**config.mk**
```make
export PLATFORM = sky130hd
export DESIGN_NAME = wb_register_file
export DESIGN_NICKNAME = d
export VERILOG_FILES = /design/src/rtl/wb_register_file.sv
export SDC_FILE = /design/constraint.sdc
export NUM_CORES = 2
export LEC_CHECK = 0
export BUFFER_PORTS_ARGS = -buffer_cell sky130_fd_sc_hd__buf_2
export CAP_MARGIN = 20
export CORE_MARGIN = 2
export CORE_UTILIZATION = 50
export DETAILED_ROUTE_END_ITERATION = 8
export PLACE_DENSITY_LB_ADDON = 0.05
export SYNTH_ARGS = -nofsm -noshare
export SYNTH_HDL_FRONTEND = slang
export SYNTH_SLANG_ARGS = --single-unit
```
**constraint.sdc**
```tcl
create_clock -name clock_i -period 78.4 [get_ports clock_i]
set_clock_uncertainty 0.2 [all_clocks]
set_input_delay 3.92 -clock clock_i [delete_from_list [all_inputs] [get_ports clock_i]]
set_output_delay 3.92 -clock clock_i [all_outputs]
set_load 0.01 [all_outputs]
```
**src/rtl/wb_register_file.sv**
```systemverilog
// ---------------------------------------------------------------------------
// wb_register_file
//   Write-back stage plus general-purpose register file, with a debug
//   channel that streams every register out over a valid/ready handshake
//   while the pipeline is halted.
//
// Ports
//   clock_i, reset_i            : clock, asynchronous active-high reset
//   enable_pipe_i               : pipeline enable (low = halted)
//   reg_write_i, write_register_i, mem_to_reg_i
//                               : write-back control from MEM/WB
//   mem_data_read_i, alu_result_i, pc_i
//                               : write-back data candidates
//   read_reg_a_i/b_i            : decode-stage read addresses
//   read_data_a_o/b_o           : decode-stage read data (combinational)
//   wb_data_o                   : selected write-back value (forwarding)
//   dump_start_i, dbg_ready_i   : debug dump request / sink ready
//   dbg_valid_o, dbg_index_o, dbg_data_o, dbg_busy_o, dbg_done_o
//                               : debug dump beat and status
// ---------------------------------------------------------------------------
module wb_register_file #(
  parameter int NB_DATA = 32,
  parameter int NB_REG  = 5,
  parameter int NB_PC   = 7
) (
  input  logic               clock_i,
  input  logic               reset_i,
  input  logic               enable_pipe_i,
  input  logic               reg_write_i,
  input  logic [NB_REG-1:0]  write_register_i,
  input  logic [1:0]         mem_to_reg_i,
  input  logic [NB_DATA-1:0] mem_data_read_i,
  input  logic [NB_DATA-1:0] alu_result_i,
  input  logic [NB_PC-1:0]   pc_i,
  input  logic [NB_REG-1:0]  read_reg_a_i,
  input  logic [NB_REG-1:0]  read_reg_b_i,
  output logic [NB_DATA-1:0] read_data_a_o,
  output logic [NB_DATA-1:0] read_data_b_o,
  output logic [NB_DATA-1:0] wb_data_o,
  input  logic               dump_start_i,
  input  logic               dbg_ready_i,
  output logic               dbg_valid_o,
  output logic [NB_REG-1:0]  dbg_index_o,
  output logic [NB_DATA-1:0] dbg_data_o,
  output logic               dbg_busy_o,
  output logic               dbg_done_o
);

  localparam int NUM_REGS = 1 << NB_REG;
  localparam logic [NB_REG-1:0]  ZERO_IDX  = {NB_REG{1'b0}};
  localparam logic [NB_REG-1:0]  ONE_IDX   = {{(NB_REG-1){1'b0}}, 1'b1};
  localparam logic [NB_REG-1:0]  LAST_IDX  = {NB_REG{1'b1}};
  localparam logic [NB_DATA-1:0] ZERO_DATA = {NB_DATA{1'b0}};

  typedef enum logic [1:0] {
    ST_IDLE = 2'b00,
    ST_SEND = 2'b01,
    ST_WAIT = 2'b10,
    ST_DONE = 2'b11
  } dump_state_t;

  logic [NB_DATA-1:0] regs_q [NUM_REGS];
  logic [NB_DATA-1:0] wb_data_s;
  logic               we_s;

  dump_state_t        state_q, state_d;
  logic [NB_REG-1:0]  index_q, index_d;
  logic [NB_DATA-1:0] data_q, data_d;
  logic               valid_q, valid_d;
  logic               busy_q, busy_d;
  logic               done_q, done_d;
  logic [NB_REG-1:0]  dump_addr_s;
  logic [NB_DATA-1:0] dump_data_s;

  // Register 0 is hard-wired to zero; a same-cycle write is forwarded.
  function automatic logic [NB_DATA-1:0] bypass_read(
    input logic [NB_REG-1:0]  addr,
    input logic [NB_DATA-1:0] stored,
    input logic               we,
    input logic [NB_REG-1:0]  waddr,
    input logic [NB_DATA-1:0] wdata
  );
    logic [NB_DATA-1:0] r;
    if (addr == ZERO_IDX) begin
      r = ZERO_DATA;
    end else if (we && (addr == waddr)) begin
      r = wdata;
    end else begin
      r = stored;
    end
    return r;
  endfunction

  // Write-back source select.
  always_comb begin
    wb_data_s = alu_result_i;
    case (mem_to_reg_i)
      2'b00:   wb_data_s = alu_result_i;
      2'b01:   wb_data_s = mem_data_read_i;
      2'b10:   wb_data_s = {{(NB_DATA-NB_PC){1'b0}}, pc_i};
      2'b11:   wb_data_s = alu_result_i;
      default: wb_data_s = alu_result_i;
    endcase
  end

  assign wb_data_o = wb_data_s;
  assign we_s      = reg_write_i && enable_pipe_i && (write_register_i != ZERO_IDX);

  assign read_data_a_o = bypass_read(read_reg_a_i, regs_q[read_reg_a_i], we_s, write_register_i, wb_data_s);
  assign read_data_b_o = bypass_read(read_reg_b_i, regs_q[read_reg_b_i], we_s, write_register_i, wb_data_s);

  // Register array storage; entry 0 is never written.
  always_ff @(posedge clock_i or posedge reset_i) begin
    if (reset_i) begin
      for (int i = 0; i < NUM_REGS; i++) begin
        regs_q[i] <= ZERO_DATA;
      end
    end else if (we_s) begin
      regs_q[write_register_i] <= wb_data_s;
    end
  end

  // Index of the beat the dump will present next: 0 when starting, else index+1.
  always_comb begin
    dump_addr_s = index_q + ONE_IDX;
    if (state_q == ST_IDLE) begin
      dump_addr_s = ZERO_IDX;
    end else begin
      dump_addr_s = index_q + ONE_IDX;
    end
  end

  // Beat data is captured when the index advances, so a later write to the
  // presented register cannot disturb the beat in flight.
  assign dump_data_s = bypass_read(dump_addr_s, regs_q[dump_addr_s], we_s, write_register_i, wb_data_s);

  // Dump FSM next-state and registered-output next values.
  always_comb begin
    state_d = state_q;
    index_d = index_q;
    data_d  = data_q;
    valid_d = valid_q;
    busy_d  = busy_q;
    done_d  = 1'b0;
    case (state_q)
      ST_IDLE: begin
        if (dump_start_i && !enable_pipe_i) begin
          state_d = ST_SEND;
          index_d = ZERO_IDX;
          data_d  = dump_data_s;
          valid_d = 1'b1;
          busy_d  = 1'b1;
        end else begin
          state_d = ST_IDLE;
        end
      end
      ST_SEND, ST_WAIT: begin
        if (dbg_ready_i) begin
          if (index_q == LAST_IDX) begin
            state_d = ST_DONE;
            valid_d = 1'b0;
            done_d  = 1'b1;
          end else begin
            state_d = ST_SEND;
            index_d = dump_addr_s;
            data_d  = dump_data_s;
          end
        end else begin
          state_d = ST_WAIT;
        end
      end
      ST_DONE: begin
        state_d = ST_IDLE;
        index_d = ZERO_IDX;
        data_d  = ZERO_DATA;
        valid_d = 1'b0;
        busy_d  = 1'b0;
      end
      default: begin
        state_d = ST_IDLE;
        index_d = ZERO_IDX;
        data_d  = ZERO_DATA;
        valid_d = 1'b0;
        busy_d  = 1'b0;
      end
    endcase
  end

  // Dump FSM state and debug output registers.
  always_ff @(posedge clock_i or posedge reset_i) begin
    if (reset_i) begin
      state_q <= ST_IDLE;
      index_q <= ZERO_IDX;
      data_q  <= ZERO_DATA;
      valid_q <= 1'b0;
      busy_q  <= 1'b0;
      done_q  <= 1'b0;
    end else begin
      state_q <= state_d;
      index_q <= index_d;
      data_q  <= data_d;
      valid_q <= valid_d;
      busy_q  <= busy_d;
      done_q  <= done_d;
    end
  end

  assign dbg_valid_o = valid_q;
  assign dbg_index_o = index_q;
  assign dbg_data_o  = data_q;
  assign dbg_busy_o  = busy_q;
  assign dbg_done_o  = done_q;

endmodule

```
======== After elaboration in Yosys (flattened, before gate mapping) ========
Cells that the tools add are included.
storage, ports and cells
  bits in writable memories ............... 0
  input bits .............................. 94
  bits in read-only memories .............. 0
  latch bits .............................. 0
  register bits ........................... 1066
  logic and storage cells ................. 122
  memories kept ........................... 0
  output and inout port bits .............. 136
cells by class
  add/subtract/negate cells ............... 1
  multipliers ............................. 0
  shift-type cells ........................ 0
  mux-type cells .......................... 40
  magnitude comparators ................... 5
  reduce and logical (&&, ||, !) cells .... 20
  bitwise operators ....................... 4
  eq/ne operators ......................... 14
  divide/modulo/power cells ............... 0
operator list
  kind                                                      count
  bitwise mux 1024 bit                                      1
  2-to-1 mux 32 bit                                         16
  binary-select mux 32 bit (select 5 bit)                   3
  one-hot mux 32 bit (3 select lines)                       2
  demux 32 bit (select 5 bit)                               1
  greater-or-equal comparator 6 bit, second input constant  4
  inverter 5 -> 6 bit                                       4
  2-to-1 mux 5 bit                                          4
  equality test 5 bit                                       3
  logical NOT 5 bit                                         3
  one-hot mux 5 bit (3 select lines)                        1
  equality test 2 bit, second input constant                4
  logical AND 1 bit                                         7
  2-to-1 mux 1 bit                                          7
  < comparator 6 x 1 -> 1 bit, second input constant        1
  inequality test 2 bit, second input constant              3
  one-hot mux 2 bit (3 select lines)                        1
  AND reduction 3 bit                                       2
  adder 5 x 1 -> 5 bit, second input constant               1
  equality test 5 bit, second input constant                1
  nonzero test 5 bit                                        1
  equality test 2 x 1 -> 1 bit, second input constant       2
  logical NOT 2 bit                                         2
  2-to-1 mux 2 bit                                          2
  other kinds (7)                                           8

======== Depth between registers and ports, before layout ========
  depth after elaboration ................. 11
  gate-level depth with buffers ........... 11

======== Worst setup path after synthesis ========
OpenSTA, ideal clock, no wires.
  path type ............................... input to output
  from .................................... in read_reg_b_i[4]
  to ...................................... out read_data_b_o[31]
  path slack .............................. 68.423 ns
  path buffers ............................ 3
  required time ........................... 74.280 ns
  cell stages on the path ................. 7
  data arrival time ....................... 5.857 ns
  path through ............................ buf_2 > clkbuf_1 > clkbuf_1 > mux2_2 > a21oi_1 > nor2_1 > a211oi_1
between the ends
  word-level cells in the longest chain between the ends .. 6
  elaborated cells between the ends (all ways) .. 9
RTL lines
  what                                                  line  source
  from (decl)                                           36    input logic [NB_REG-1:0] read_reg_b_i,
  inverter 5 -> 6 bit (implied by the code)             110   assign read_data_b_o = bypass_read(read_reg_b_i, regs_q[read_reg_b_i], we_s, write_register_i, wb_data_s);
  binary-select mux 32 bit (select 5 bit)               110
  2-to-1 mux 32 bit (implied by the code) (2 in a row)  110
  2-to-1 mux 32 bit                                     86    end else if (we && (addr == waddr)) begin
  2-to-1 mux 32 bit *                                   84    if (addr == ZERO_IDX) begin
  to (decl)                                             38    output logic [NB_DATA-1:0] read_data_b_o,
Mark *: on every way between the ends. The rest lies on a longest branch, timed or not. The select of a mux whose other input is x is not followed.

======== Final worst setup path ========
  from .................................... in read_reg_a_i[1]
  to ...................................... out read_data_a_o[29]
between the ends
  word-level cells in the longest chain between the ends .. 6
  elaborated cells between the ends (all ways) .. 9
RTL lines
  what                                                  line  source
  from (decl)                                           35    input logic [NB_REG-1:0] read_reg_a_i,
  inverter 5 -> 6 bit (implied by the code)             109   assign read_data_a_o = bypass_read(read_reg_a_i, regs_q[read_reg_a_i], we_s, write_register_i, wb_data_s);
  binary-select mux 32 bit (select 5 bit)               109
  2-to-1 mux 32 bit (implied by the code) (2 in a row)  109
  2-to-1 mux 32 bit                                     86
  2-to-1 mux 32 bit *                                   84
  to (decl)                                             37    output logic [NB_DATA-1:0] read_data_a_o,
Marks and branches as above.

==> results.md <==
- Status: finished, final reports clean
- Period utilisation layout: 0.168
- Synth warnings: 0
- Die Ht: 362 um
- Largest cells by area after synthesis: dfrtp_1 (42%), mux4_2 (23%), o21ai_0 (7.5%), nand2_1 (6.6%), mux2i_1 (4.3%)
- H-tree depth: 3
- Worst skew pair latency: 770 ps
- CP Launch Type: input pin
- CTS tree: built
- Post-synth top cells: nand2_1 (1116), dfrtp_1 (1066), o21ai_0 (958), mux4_2 (649), clkbuf_1 (478)
- Area delta synth->final: 10.7%
- Die ar.: 0.131 mm^2
- Routed WL: 271000 um
- R2R Path Start: dbg_index_o[0]
- Residual DRC count: 0
- FP Rows: 131
- Yosys reg bits: 1066
- Worst hold path type: register to register
- Cell area after synthesis: 0.0639 mm^2
- Post-synthesis cell type with the largest combined area: dfrtp_1
- Final setup fails: 0
- Worst hold slack: approximately 220 ps
- CP Class: input pin to primary output
- Max clock buf depth: 3
- Clk sinks: 1066
- Synth cell types: 53
- CTS Buf Count: 119
- Largest net degree at the start of global routing: 148
- Final core occ: 0.556
- Post-CTS setup repair buffer count: 0
- Pre-antenna DRT Iters: 6
- Synthesized area per cell: 10.7 um^2
- Die extent in x: 362 um
- Pwr per Cell Area: 23.4 mW/mm^2
- Number of global-route vias before repair: 51.9k
- Initial Utilization: 0.502
- Gr ovfl total: 0
- Synth Flop Type: dfrtp_1
- Final Wtd Congestion: 0.898
- Syn Inst Count: a little under 6k
- Initial antenna violation count: 26
- Synth Area in XOR/XNOR: 0.00233
- Dpl cells: 7316
- Adder-cell share of the synthesized area: 0.00117
- FFs w/ async S/R, synth: 1.00
- Vias: 53.5k
- Layout cells sized above 1: 0.238
- Global-route wire length before repair: between 300000 and 400000 um
- Worst R2R End: dbg_data_o[7]
- Lkg Pwr: between 20 and 30 nW
- WHS Path Cells: 0
- Final TNS setup: 0 ps
- Post-synth top area share: 0.417
- Avg WL per Cell: ~36 um
- Fillers: ~11k
- Clock transition at path regs: 60 ps
- Largest family of logic cells by synthesized area: multiplexers
- CP dominant cell by count: buf_4
- Slowest stage delay, CP: 950 ps
- # IOs: 230
- Maximum VDD drop: around 19 uV
- Worst Path Required: between 70000 and 80000 ps
- Final hold violations: 0
- Hold EP: regs_q[996]
- Reg2Reg Depth: 8
- Synth Area in Simple Gates: 0.0963
- CP endpoint kind: primary output
- DPL Wire Length: 160000 um
- Routed vias/inst: roughly 7
- Period minus WS final: 13170 ps
- Core area: approximately 0.13 mm^2
- Port-buffer cells: 229
- Initial DRC Count: 7215
- Syn_nets: 6046
- Max Clk Rate: 75.9 MHz
- NumNets Final: 5883
- FF-to-FF setup slack: 73040 ps
- Final ANT Viol Nets: 0
- Hold Startpoint: regs_q[996]
- Worst Tran Pin Value: 1270 ps
- Pins Over Slew Limit: 0
- Mux cell area share after synthesis: 0.279
- Root buf cell: clkbuf_16
- Hold buffers post-CTS: 0
- Synth Area in Compound Gates: 0.157
- Sequential area share after synthesis: 0.417
- Worst path arrival time: 9050 ps
- Non-Filler Instances: 7556
- Post-synth EDFFs: 0
- GR Util All Layers: 0.417
- RSZ-0062 raised after global routing: no
- Maximum fanout along the worst path: 48
- Post_cts resized: 0
- Worst path cell trace: buf_8 -> buf_4 -> buf_4 -> buf_4 -> mux4_2 -> mux2i_1 -> mux2_2 -> a21oi_1 -> nor2_1 -> a211oi_1 -> buf_2
- Max_cap viols: 0
- Max-slew headroom: 0.155
- CP max stage cell: a211oi_1
- Most frequent cell after synthesis: nand2_1
sequential cells by signal, summed over array words and instances, names as in the netlist:
name / count
dbg_busy_o: 1
dbg_data_o: 32
dbg_done_o: 1
dbg_index_o: 5
dbg_valid_o: 1
regs_q: 1024
state_q: 2
power breakdown:
group | leakage, nW | internal, mW | switching [mW] | total (mW)
clock network | 2.20 | 0.388 | 0.255 | 0.643
logic | 12.2 | 0.142 | 0.198 | 0.341
registers | 14.4 | 0.609 | 0.0649 | 0.674
total | 28.8 | 1.14 | 0.518 | 1.66
critical path, delay by kind of cell:
kind / cells / cell delay, ps
mux: 3 / 730
compound gates: 2 / 1410
buf+inv: 5 / 2760
simple gates: 1 / 120
cell families (layout without fill, tap and decap cells):
kind of cell	Yosys count	after routing
muxes	963	963
buffers and inverters	713	655
adders and majority gates	6	6
AOI/OAI and AO/OA	1671	1671
DFF	1066	1066
xor gates and xnor gates	17	17
and+or+nand+nor	1510	1510
other	0	6
per-layer routing:
metal  GRT usage  routed length, um
met3       0.137              35100
met1       0.559             103000
met4       0.214              15800
met5           0                138
met2       0.606             117000
area by class of cell:
type	instances	area [um^2]	area share
timing repair buffer	388	2550	0.0360
antenna	6	15.0	0.000212
inverter	41	161	0.00228
sequential	1066	26700	0.377
multi-input combinational	4167	34800	0.492
tap	1662	2080	0.0294
clock inverter	70	1090	0.0155
clock buffer	156	3360	0.0475
cell usage in the layout (no fill, tap or decap), types with 20 or more instances in the layout:
| cell type | instances |
|---|---|
| nand2_4 | 28 |
| a2bb2oi_1 | 63 |
| nand2_1 | 1088 |
| nor3_1 | 41 |
| nor2b_1 | 47 |
| dfrtp_1 | 1065 |
| a211oi_1 | 96 |
| mux4_2 | 649 |
| a31oi_1 | 20 |
| a211oi_2 | 20 |
| clkinv_2 | 28 |
| clkbuf_16 | 121 |
| o21ai_0 | 958 |
| bufinv_16 | 26 |
| nand3_1 | 57 |
| buf_4 | 145 |
| mux2_2 | 37 |
| mux2i_1 | 276 |
| inv_1 | 40 |
| a22oi_2 | 24 |
| a21oi_1 | 207 |
| nor2_1 | 171 |
| buf_2 | 221 |
| a22oi_1 | 21 |
| clkbuf_8 | 21 |
| o221ai_1 | 204 |
worst max-delay path by stage:
stage / startpoint / end / slack, ps / cells past startpoint
after floorplan: reset_i / dbg_busy_o / 44270 / 1
after global placement: read_reg_b_i[0] / read_data_b_o[9] / 65710 / 9
after detailed placement: read_reg_b_i[0] / read_data_b_o[9] / 65700 / 9
after CTS: read_reg_b_i[0] / read_data_b_o[4] / 65700 / 9
after global routing: read_reg_a_i[1] / read_data_a_o[29] / 65340 / 11
final: read_reg_a_i[1] / read_data_a_o[29] / 65230 / 11
stage by stage:
| step | power (mW) | instance area, um^2 | setup slack (ps) |
|---|---|---|---|
| global route | 1.71 | 70800 | 65340 |
| floorplan | 0.885 | 63900 | 44270 |
| detailed placement | 1.01 | 66200 | 65700 |
| CTS | 1.65 | 70700 | 65700 |
| global placement | 1.00 | 66100 | 65710 |
| finish | 1.66 | 70800 | 65230 |
(Power assumes the default switching activity.)
